===== src/rtl/irq_pkg.sv =====
// irq_pkg: shared types and helpers for the registered priority interrupt controller
package irq_pkg;

    typedef enum logic [0:0] {
        IDLE    = 1'b0,
        PRESENT = 1'b1
    } state_e;

    // Index width for n items, never below one bit so degenerate sizes still have a port
    function automatic int bw(input int n);
        return (n > 1) ? $clog2(n) : 1;
    endfunction

    function automatic int cw(input int n);
        return (n > 1) ? $clog2(n) : 1;
    endfunction

    // Position of bus b, channel c inside the flat request/pending vectors
    function automatic int flat_idx(input int b, input int c, input int nch);
        return b * nch + c;
    endfunction

endpackage


===== src/rtl/irq_priority_ctrl_if.sv =====
// irq_priority_ctrl_if: request/grant bundle between peripherals, controller and service sequencer
interface irq_priority_ctrl_if #(
    parameter int NCH  = 9,
    parameter int NBUS = 3
);
    localparam int BW = irq_pkg::bw(NBUS);
    localparam int CW = irq_pkg::cw(NCH);

    logic [NBUS*NCH-1:0] req;
    logic [NBUS-1:0]     bus_en;
    logic                irq_ack;
    logic                irq_valid;
    logic [BW-1:0]       irq_bus;
    logic [CW-1:0]       irq_chan;
    logic [NBUS*NCH-1:0] pend;

    modport master (
        output req, bus_en, irq_ack,
        input  irq_valid, irq_bus, irq_chan, pend
    );

    modport slave (
        input  req, bus_en, irq_ack,
        output irq_valid, irq_bus, irq_chan, pend
    );

endinterface


===== src/rtl/irq_prio_arb.sv =====
// irq_prio_arb: combinational find-first over the eligible vector, lowest bus then lowest channel
module irq_prio_arb
    import irq_pkg::*;
#(
    parameter  int NCH  = 9,
    parameter  int NBUS = 3,
    localparam int BW   = bw(NBUS),
    localparam int CW   = cw(NCH)
) (
    input  logic [NBUS*NCH-1:0] elig,
    output logic                any,
    output logic [BW-1:0]       bus_idx,
    output logic [CW-1:0]       chan_idx
);

    // Scan from the lowest priority upward so the last hit is the highest-priority winner
    always_comb begin
        any      = 1'b0;
        bus_idx  = '0;
        chan_idx = '0;
        for (int b = NBUS - 1; b >= 0; b--) begin
            for (int c = NCH - 1; c >= 0; c--) begin
                if (elig[flat_idx(b, c, NCH)]) begin
                    any      = 1'b1;
                    bus_idx  = BW'(b);
                    chan_idx = CW'(c);
                end
            end
        end
    end

endmodule


===== src/rtl/irq_priority_ctrl.sv =====
// irq_priority_ctrl: latches interrupt requests into pending bits and presents one winner per valid/ack handshake
module irq_priority_ctrl
    import irq_pkg::*;
#(
    parameter int NCH  = 9,
    parameter int NBUS = 3,
    parameter int EDGE = 0
) (
    input  logic                clk,
    input  logic                rst_n,
    irq_priority_ctrl_if.slave  bus
);

    localparam int N  = NBUS * NCH;
    localparam int BW = bw(NBUS);
    localparam int CW = cw(NCH);

    logic [N-1:0]  pend_q, pend_d;
    logic [N-1:0]  hist_q;
    logic [N-1:0]  set_v, clr_v, elig;
    state_e        state_q, state_d;
    logic          valid_q, valid_d;
    logic [BW-1:0] bus_q, bus_d;
    logic [CW-1:0] chan_q, chan_d;
    logic          arb_any;
    logic [BW-1:0] arb_bus;
    logic [CW-1:0] arb_chan;
    logic          take, grab;

    assign take = (state_q == PRESENT) && bus.irq_ack;
    assign grab = (state_q == IDLE) && arb_any;

    // Capture new requests, retire the acknowledged bit; a simultaneous set keeps the bit pending
    always_comb begin
        set_v = (EDGE != 0) ? (bus.req & ~hist_q) : bus.req;
        clr_v = '0;
        elig  = '0;
        for (int b = 0; b < NBUS; b++) begin
            elig[b*NCH +: NCH] = pend_q[b*NCH +: NCH] & {NCH{bus.bus_en[b]}};
            for (int c = 0; c < NCH; c++) begin
                clr_v[flat_idx(b, c, NCH)] = take && (bus_q == BW'(b)) && (chan_q == CW'(c));
            end
        end
        pend_d = (pend_q & ~clr_v) | set_v;
    end

    irq_prio_arb #(
        .NCH  (NCH),
        .NBUS (NBUS)
    ) u_arb (
        .elig     (elig),
        .any      (arb_any),
        .bus_idx  (arb_bus),
        .chan_idx (arb_chan)
    );

    // Grant selection: latch a winner from IDLE, hold it unchanged until acknowledged
    always_comb begin
        state_d = (state_q == IDLE) ? (arb_any ? PRESENT : IDLE)
                                    : (bus.irq_ack ? IDLE : PRESENT);
        valid_d = (state_d == PRESENT);
        bus_d   = grab ? arb_bus : bus_q;
        chan_d  = grab ? arb_chan : chan_q;
    end

    // State, pending, request history and presented outputs
    always_ff @(posedge clk or negedge rst_n) begin
        if (!rst_n) begin
            state_q <= IDLE;
            valid_q <= 1'b0;
            bus_q   <= '0;
            chan_q  <= '0;
            pend_q  <= '0;
            hist_q  <= '0;
        end else begin
            state_q <= state_d;
            valid_q <= valid_d;
            bus_q   <= bus_d;
            chan_q  <= chan_d;
            pend_q  <= pend_d;
            hist_q  <= bus.req;
        end
    end

    assign bus.irq_valid = valid_q;
    assign bus.irq_bus   = bus_q;
    assign bus.irq_chan  = chan_q;
    assign bus.pend      = pend_q;

endmodule


===== src/flat_wrapper.sv =====
// flat-port wrapper written by rule: the top's interface ports become plain ports
module irq_priority_ctrl_flat import irq_pkg::*;
#(
    parameter int NCH  = 9,
    parameter int NBUS = 3,
    parameter int EDGE = 0
)
  (clk, rst_n, bus_req, bus_bus_en, bus_irq_ack, bus_irq_valid, bus_irq_bus, bus_irq_chan, bus_pend);
  irq_priority_ctrl_if #(.NCH(NCH), .NBUS(NBUS)) bus_i ();
  input  logic clk;
  input  logic rst_n;
  input wire logic [$bits(bus_i.req)-1:0] bus_req;
  input wire logic [$bits(bus_i.bus_en)-1:0] bus_bus_en;
  input wire logic [$bits(bus_i.irq_ack)-1:0] bus_irq_ack;
  output wire logic [$bits(bus_i.irq_valid)-1:0] bus_irq_valid;
  output wire logic [$bits(bus_i.irq_bus)-1:0] bus_irq_bus;
  output wire logic [$bits(bus_i.irq_chan)-1:0] bus_irq_chan;
  output wire logic [$bits(bus_i.pend)-1:0] bus_pend;
  assign bus_i.req = bus_req;
  assign bus_i.bus_en = bus_bus_en;
  assign bus_i.irq_ack = bus_irq_ack;
  assign bus_irq_valid = bus_i.irq_valid;
  assign bus_irq_bus = bus_i.irq_bus;
  assign bus_irq_chan = bus_i.irq_chan;
  assign bus_pend = bus_i.pend;
  irq_priority_ctrl #(.NCH(NCH), .NBUS(NBUS), .EDGE(EDGE)) u_core (.clk(clk), .rst_n(rst_n), .bus(bus_i));
endmodule

===== config.mk =====
export PLATFORM = sky130hd
export DESIGN_NAME = irq_priority_ctrl_flat
export DESIGN_NICKNAME = d
export VERILOG_FILES = /design/src/rtl/irq_pkg.sv /design/src/rtl/irq_priority_ctrl_if.sv /design/src/rtl/irq_prio_arb.sv /design/src/rtl/irq_priority_ctrl.sv /design/src/flat_wrapper.sv
export SDC_FILE = /design/constraint.sdc
export NUM_CORES = 1
export LEC_CHECK = 0
export BUFFER_PORTS_ARGS = -buffer_cell sky130_fd_sc_hd__buf_2
export CAP_MARGIN = 20
export CELL_PAD_IN_SITES_DETAIL_PLACEMENT = 1
export CELL_PAD_IN_SITES_GLOBAL_PLACEMENT = 1
export CORE_MARGIN = 3
export CORE_UTILIZATION = 40
export DETAILED_ROUTE_END_ITERATION = 6
export HOLD_SLACK_MARGIN = 0.05
export PLACE_DENSITY_LB_ADDON = 0.3
export SYNTH_ARGS = -nofsm -noshare
export SYNTH_HDL_FRONTEND = slang
export SYNTH_HIERARCHICAL = 1
export SYNTH_SLANG_ARGS = --single-unit
export TNS_END_PERCENT = 50

===== constraint.sdc =====
create_clock -name clk -period 3.16 [get_ports clk]
set_clock_uncertainty 0.15 [all_clocks]
set_input_delay 0.158 -clock clk [delete_from_list [all_inputs] [get_ports clk]]
set_output_delay 0.158 -clock clk [all_outputs]
set_load 0.02 [all_outputs]

==> out/metrics.yaml, run 1 <==
global_router_s_overall_resource_usage: 0.245
count_of_nets_after_finishing: 334
synth.most_common_cell: "sky130_fd_sc_hd__dfrtp_1"
list_of_most_frequent_post_synthesis_cells: "34 x sky130_fd_sc_hd__dfrtp_1, 30 x sky130_fd_sc_hd__nand2_1, 29 x sky130_fd_sc_hd__a21o_1"
synth_cell_type_count: 30
regToRegStartpoint: "u_core/bus.pend[21]$_DFF_PN0_"
synth_async_sr_flop_share: 1.00
gpl.final_weighted_congestion: 0.769
ctsHtreeMaxLevel: 2
worst_reg2reg_path_depth: 7
run_status: "completed"
synth_top_cells_by_area: "sky130_fd_sc_hd__dfrtp_1 42%, sky130_fd_sc_hd__a21o_1 11%, sky130_fd_sc_hd__and2_1 8.3%, sky130_fd_sc_hd__nand2_1 5.6%, sky130_fd_sc_hd__nor4b_4 4.7%"
hold_class: "in2reg"
category_of_the_critical_setup_timing_path: "reg2reg"
portBuffers: 66
worstMarginPinSlew_ns: 0.807
fp.dieH_um: 77.1
power-per-cell-area_nw_per_um2: 470
yosysTopAreaCellShare: 0.421
synth.net_count: 240
cp-end-kind: "flop"
peakVddDrop_v: 0.000241
leakagePower_uw: 0.00106
synth-edff-count: 0
cts.reportedPaths.clkPinSlew_ns: 0.07
max_cap_violations: 0
placeableCoreArea_um2: 4820
gr-usage-met3: 0.0446
reg2reg_end: "u_core/bus.irq_bus[0]$_DFFE_PN0P_"
routedWlPerCell_um: 18.2
ys.flop_type: "sky130_fd_sc_hd__dfrtp_1"
syn_area_per_cell_um2: 9.77
ys_seq_area_frac: 0.421
placementRows: 25
drt_first_pass_iters: 4
drtAntennaViolNets: 0
max-clock-path-buffers: 2
cts_tree: "done"
post_layout_nonfiller_instances: 371
cts.repair.resized: 0
synthesized_cell_area_um2: 2020
grt_overflow_total: 0
timing.critical_path.required_ns: 3.19
number_of_global_route_vias_before_repair: 2192
timing.max_slew.rel_slack: 0.462
io_pins: 67
achievable-frequency_ghz: 0.463
min_delay_startpoint: "bus_bus_en[2]"
globalRoute.busiestLayer: "met2"
worstHoldEndpoint: "u_core/bus.irq_bus[1]$_DFFE_PN0P_"
worst_ep_arrival_time_ns: 2.18
via_per_inst: 5.35
layout-drive-gt1-share: 0.311
critical_path.max_fanout: 7
clock-root-buffer: "sky130_fd_sc_hd__clkbuf_8"
multiInputGateArea_um2: 1090
routed-via-count: 1984
initial_core_util: 0.420
final-seq-area_um2: 851
remaining_drc_errors: 0
cell_taking_the_most_area_after_synthesis: "sky130_fd_sc_hd__dfrtp_1"
synth.ff_latch_count: 34
detail_route.wirelength_mm: 6.77
num-fill-cells: 593
clkSinkCount: 34
drv_slew: 0
later_pin_clock_latency_in_the_skew_report_ns: 0.29
grt.met2_usage: 0.429
synthesis.instances: 207
detailedRoute.firstIterationViolations: 85
cts_made_buffers: 5
timing.final.crit_share: 0.683
setup-violations-final: 0
unrepaired_setup_endpoints_after_global_routing: "false"
finalWorstPathRequiredPeriod_ns: 2.16
die_area_um2: 5950
setup_tns_ns: 0
yosys_warnings: 6
grt_first_pass_wirelength_mm: 11.3
place.detailed.hpwl_mm: 4.52
fp.dieW_um: 77.1
antenna_violations_before_repair: 2
grt_max_degree: 35
worstSetupStartpointType: "flop"
grtUsageMet1: 0.290
number_of_cells_traversed_by_the_worst_hold_path: 5
reg2reg_slack_ns: 1.00
timing.final.hold_violations: 0
post-place-cells: 332
area_growth_pct: 36.5
==> cells by family (layout without fill, tap and decap cells) <==
| family | count (synthesis) | count (layout) | share of synthesized area |
|---|---|---|---|
| flops | 34 | 34 | 0.421 |
| mux | 6 | 6 | 0.0334 |
| buf+inv | 14 | 109 | 0.0421 |
| other cells | 0 | 2 | 0 |
| simple gates | 109 | 109 | 0.342 |
| compound gates | 44 | 44 | 0.162 |
==> layer usage <==
layer / share of wire / up-vias
met4: 0.030 / 0
met1: 0.42 / 980
met3: 0.035 / 20
met5: 0 / -
li1: - / 915
met2: 0.52 / 69
==> timing repair <==
action,in CTS,in global routing
hold buffers,29,0
buffers inserted,0,0
hold endpoints to repair,62,0
==> flip-flops by register name (all words and copies together) (netlist names) <==
register and cells:
u_core/bus.irq_bus 2, u_core/bus.irq_chan 4, u_core/bus.pend 27, u_core/bus.irq_valid 1
==> cell type report <==
| class | instances | share of cell area |
|---|---|---|
| tap | 67 | 0.0304 |
| multi-input combinational | 159 | 0.394 |
| timing repair buffer | 95 | 0.225 |
| antenna | 2 | 0.00181 |
| clock buffer | 7 | 0.0313 |
| clock inverter | 1 | 0.00181 |
| sequential | 34 | 0.308 |
| inverter | 6 | 0.00816 |
==> cells in the final DEF, fill, tap and decap left out, types with 2 or more instances in the layout <==
cell type	synthesis	routed
sky130_fd_sc_hd__nor2b_1	2	2
sky130_fd_sc_hd__nand2_1	30	30
sky130_fd_sc_hd__and2_1	27	27
sky130_fd_sc_hd__nor3_1	6	6
sky130_fd_sc_hd__inv_1	6	6
sky130_fd_sc_hd__clkbuf_8	0	6
sky130_fd_sc_hd__diode_2	0	2
sky130_fd_sc_hd__dlygate4sd3_1	0	29
sky130_fd_sc_hd__nand2b_1	2	2
sky130_fd_sc_hd__nor2_1	19	19
sky130_fd_sc_hd__and4bb_2	4	4
sky130_fd_sc_hd__nand4_1	3	3
sky130_fd_sc_hd__and4b_1	2	2
sky130_fd_sc_hd__nor4_2	4	4
sky130_fd_sc_hd__o31ai_1	3	3
sky130_fd_sc_hd__dfrtp_1	34	34
sky130_fd_sc_hd__mux2_2	6	6
sky130_fd_sc_hd__nor4_1	2	2
sky130_fd_sc_hd__nand3_1	2	2
sky130_fd_sc_hd__a21oi_1	5	5
sky130_fd_sc_hd__buf_2	2	66
sky130_fd_sc_hd__nor4b_4	4	4
sky130_fd_sc_hd__a21o_1	29	29
sky130_fd_sc_hd__a31oi_1	2	2
==> how the worst max path moves through the flow <==
stage                                       start                            endpoint  slack, ns  depth (start not counted)
global placement     u_core/bus.pend[0]$_DFF_PN0_  u_core/bus.irq_chan[1]$_DFFE_PN0P_       1.10                          7
CTS                 u_core/bus.pend[21]$_DFF_PN0_   u_core/bus.irq_bus[0]$_DFFE_PN0P_       1.02                          7
global route         u_core/bus.pend[0]$_DFF_PN0_  u_core/bus.irq_chan[0]$_DFFE_PN0P_       0.77                          7
floorplan           u_core/bus.pend[12]$_DFF_PN0_   u_core/bus.irq_bus[0]$_DFFE_PN0P_       1.10                          8
detailed placement   u_core/bus.pend[0]$_DFF_PN0_   u_core/bus.irq_bus[0]$_DFFE_PN0P_       1.04                          7
finish              u_core/bus.pend[21]$_DFF_PN0_   u_core/bus.irq_bus[0]$_DFFE_PN0P_       1.00                          7
==> worst max-delay path, cell delays in order, from the launching register on <==
cell and delay, ns:
sky130_fd_sc_hd__dfrtp_1 0.40, sky130_fd_sc_hd__and2_1 0.18, sky130_fd_sc_hd__nor4_1 0.43, sky130_fd_sc_hd__nand2_1 0.11, sky130_fd_sc_hd__nor2_1 0.14, sky130_fd_sc_hd__nand3_1 0.08, sky130_fd_sc_hd__nor2b_1 0.23, sky130_fd_sc_hd__mux2_2 0.31
==> where the power goes <==
group	leakage (uW)	switching [uW]	internal [uW]
registers	0.000330	107	466
logic	0.000686	200	184
clock network	0.0000482	165	176
total	0.00106	472	826
==> stage by stage <==
step	power, uW	utilization	hold WS (ns)	setup WS, ns	area (um2)
floorplan	830	-	-0.288	1.10	2020
global placement	913	0.493	0.137	1.10	2370
detailed placement	930	0.493	0.141	1.04	2370
CTS	1290	0.572	0.321	1.02	2760
global route	1370	0.573	0.378	0.769	2760
finish	1300	0.573	0.322	1.00	2760
(Power assumes the default switching activity.)
==> run 2, diff against run 1 <==
--- a/config.mk
+++ b/config.mk
@@ -10,7 +10,7 @@
 export CELL_PAD_IN_SITES_DETAIL_PLACEMENT = 1
 export CELL_PAD_IN_SITES_GLOBAL_PLACEMENT = 1
 export CORE_MARGIN = 3
-export CORE_UTILIZATION = 40
+export CORE_UTILIZATION = 38
 export DETAILED_ROUTE_END_ITERATION = 6
 export HOLD_SLACK_MARGIN = 0.05
 export PLACE_DENSITY_LB_ADDON = 0.3
==> constraint.sdc (replaced) <==
create_clock -name clk -period 2 [get_ports clk]
set_clock_uncertainty 0.15 [all_clocks]
set_input_delay 0.1 -clock clk [delete_from_list [all_inputs] [get_ports clk]]
set_output_delay 0.1 -clock clk [all_outputs]
set_load 0.02 [all_outputs]
==> run 2 against run 1 <==
Compared with the run above:
- first-iteration DRC count is 2.4% higher
- sequential power is 57% higher
- setup slack worse by 0.97 ns
- register-to-register slack worse by 0.97 ns
- die area is 4.8% higher
- critical path depth stayed put
- utilization is 3.5 points higher
- via count is 1.5% higher
==> out/metrics.yaml, run 2 (synthesis results as in run 1) <==
run_status: "completed"
max_reg_flops: 27
antenna_violations_before_repair: 1
post-place-cells: 343
via_per_inst: 5.19
detailedRoute.firstIterationViolations: 87
global_router_s_overall_resource_usage: 0.230
finalWorstPathRequiredPeriod_ns: 1.97
place.detailed.hpwl_mm: 4.76
worstSetupStartpointType: "flop"
critPathSlowestCell: "sky130_fd_sc_hd__dfrtp_2"
setup_tns_ns: 0
placeableCoreArea_um2: 4940
routed-via-count: 2013
die_area_um2: 6240
cp-end-kind: "flop"
gpl.final_weighted_congestion: 0.778
layout-drive-gt1-share: 0.409
clock-root-buffer: "sky130_fd_sc_hd__clkbuf_8"
peakVddDrop_v: 0.000372
unrepaired_setup_endpoints_after_global_routing: "true"
critical_path.max_fanout: 7
leakagePower_uw: 0.00119
placementRows: 25
timing.critical_path.slowest_cell_delay_ns: 0.41
layout_commonest_cell: "sky130_fd_sc_hd__buf_2"
ctsHtreeMaxLevel: 2
achievable-frequency_ghz: 0.509
power-per-cell-area_nw_per_um2: 733
pre_cts_slack_ns: -0.0893
count_of_nets_after_finishing: 352
number_of_global_route_vias_before_repair: 2124
worstPathCellList: "and2_4 > nor4_4 > nand3_2 > nor2_2 > nand3_1 > nor2b_4 > mux2_2"
timing.final.crit_share: 0.983
timing.max_slew.rel_slack: 0.470
drv_slew: 0
num-fill-cells: 572
worstMarginPinSlew_ns: 0.795
setup-violations-final: 0
category_of_the_critical_setup_timing_path: "reg2reg"
later_pin_clock_latency_in_the_skew_report_ns: 0.29
max_cap_violations: 0
hold_class: "in2async"
cts_made_buffers: 5
grt_overflow_total: 0
fin_area_um2: 3010
grt_max_degree: 35
io_pins: 67
fp.dieH_um: 79.0
max-clock-path-buffers: 2
reg2reg_slack_ns: 0.03
portBuffers: 66
fp.dieW_um: 79.0
detail_route.wirelength_mm: 7.01
remaining_drc_errors: 0
area_growth_pct: 48.6
finish.utilization: 0.608
drtAntennaViolNets: 0
initial_core_util: 0.409
clkSinkCount: 34
cts_tree: "done"
cts.reportedPaths.clkPinSlew_ns: 0.07
post_layout_nonfiller_instances: 388
timing.critical_path.required_ns: 2.01
routedWlPerCell_um: 18.1
finalWorstSetupSlack_ns: 0.0346
dpl-instance-area_um2: 2490
drt_first_pass_iters: 4
grt_first_pass_wirelength_mm: 11.0
worst_ep_arrival_time_ns: 1.98
timing.final.hold_violations: 0
most-common-layout-cells: "66 x sky130_fd_sc_hd__buf_2, 30 x sky130_fd_sc_hd__nand2_1, 29 x sky130_fd_sc_hd__dlygate4sd3_1, 29 x sky130_fd_sc_hd__a21o_1, 28 x sky130_fd_sc_hd__dfrtp_1"
==> run 2: changes by cell type in the layout (fill, tap and decap cells not counted), moves of 3 or more <==
cell,delta
sky130_fd_sc_hd__buf_4,+18
sky130_fd_sc_hd__and2_1,-8
sky130_fd_sc_hd__and2_4,+8
sky130_fd_sc_hd__dfrtp_1,-6
sky130_fd_sc_hd__dfrtp_2,+6
sky130_fd_sc_hd__nor4_4,+5
sky130_fd_sc_hd__nor4_2,-4
sky130_fd_sc_hd__nor2_1,-3
sky130_fd_sc_hd__nor2_2,+3
==> run 2: per-layer routing <==
metal / wire [um] / share of wire / GRT usage
met5: 0 / 0 / 0
met4: 137 / 0.020 / 0.0636
met3: 332 / 0.047 / 0.0351
met2: 3710 / 0.53 / 0.421
met1: 2830 / 0.40 / 0.278
==> run 2: worst paths after layout <==
check,from,endpoint,cells past startpoint
max,u_core/bus.pend[11]$_DFF_PN0_,u_core/bus.irq_chan[1]$_DFFE_PN0P_,7
min,rst_n,u_core/bus.pend[21]$_DFF_PN0_,2
max reg2reg,u_core/bus.pend[11]$_DFF_PN0_,u_core/bus.irq_chan[1]$_DFFE_PN0P_,7
min reg2reg,u_core/bus.pend[19]$_DFF_PN0_,u_core/bus.pend[19]$_DFF_PN0_,1
max in group asynchronous,rst_n,u_core/bus.pend[0]$_DFF_PN0_,2
min in group clk,bus_bus_en[2],u_core/bus.irq_bus[1]$_DFFE_PN0P_,5
==> run 2: repair_timing <==
| action | 4_1_cts | 5_1_grt |
|---|---|---|
| cloned | 0 | 0 |
| pin swaps | 3 | 7 |
| hold buffers | 29 | 0 |
| endpoints found under the setup margin | 6 | 7 |
| setup buffers | 2 | 5 |
| gates resized for setup | 4 | 13 |
| endpoints found under the hold margin | 62 | 0 |
==> run 2: per-stage QoR <==
stage,hold slack [ns],power (uW)
3_5_place_dp,0.0769,1500
2_1_floorplan,-0.346,1330
5_1_grt,0.334,2310
3_3_place_gp,0.0847,1480
4_1_cts,0.301,2180
6_report,0.288,2200
==> run 2: where the power goes <==
part	internal (uW)	total [uW]	switching [uW]
logic	336	688	352
registers	737	902	165
clock network	373	614	241
total	1450	2200	758
==> run 2: critical path, delay by kind of cell, from the launching register on <==
kind | cells | cell delay (ns)
AND/OR/NAND/NOR | 6 | 1.01
multiplexers | 1 | 0.29
flip-flops | 1 | 0.41
==> run 2: final cells by class <==
class	instances	area [um2]	area share
diodes	1	2.50	0.000832
clock buffers	7	76.3	0.0254
clock inverters	1	30.0	0.00999
inverters	6	22.5	0.00749
multi-input cells	159	1180	0.392
flip-flops and latches	34	858	0.285
well taps	67	83.8	0.0279
repair buffers	113	756	0.251
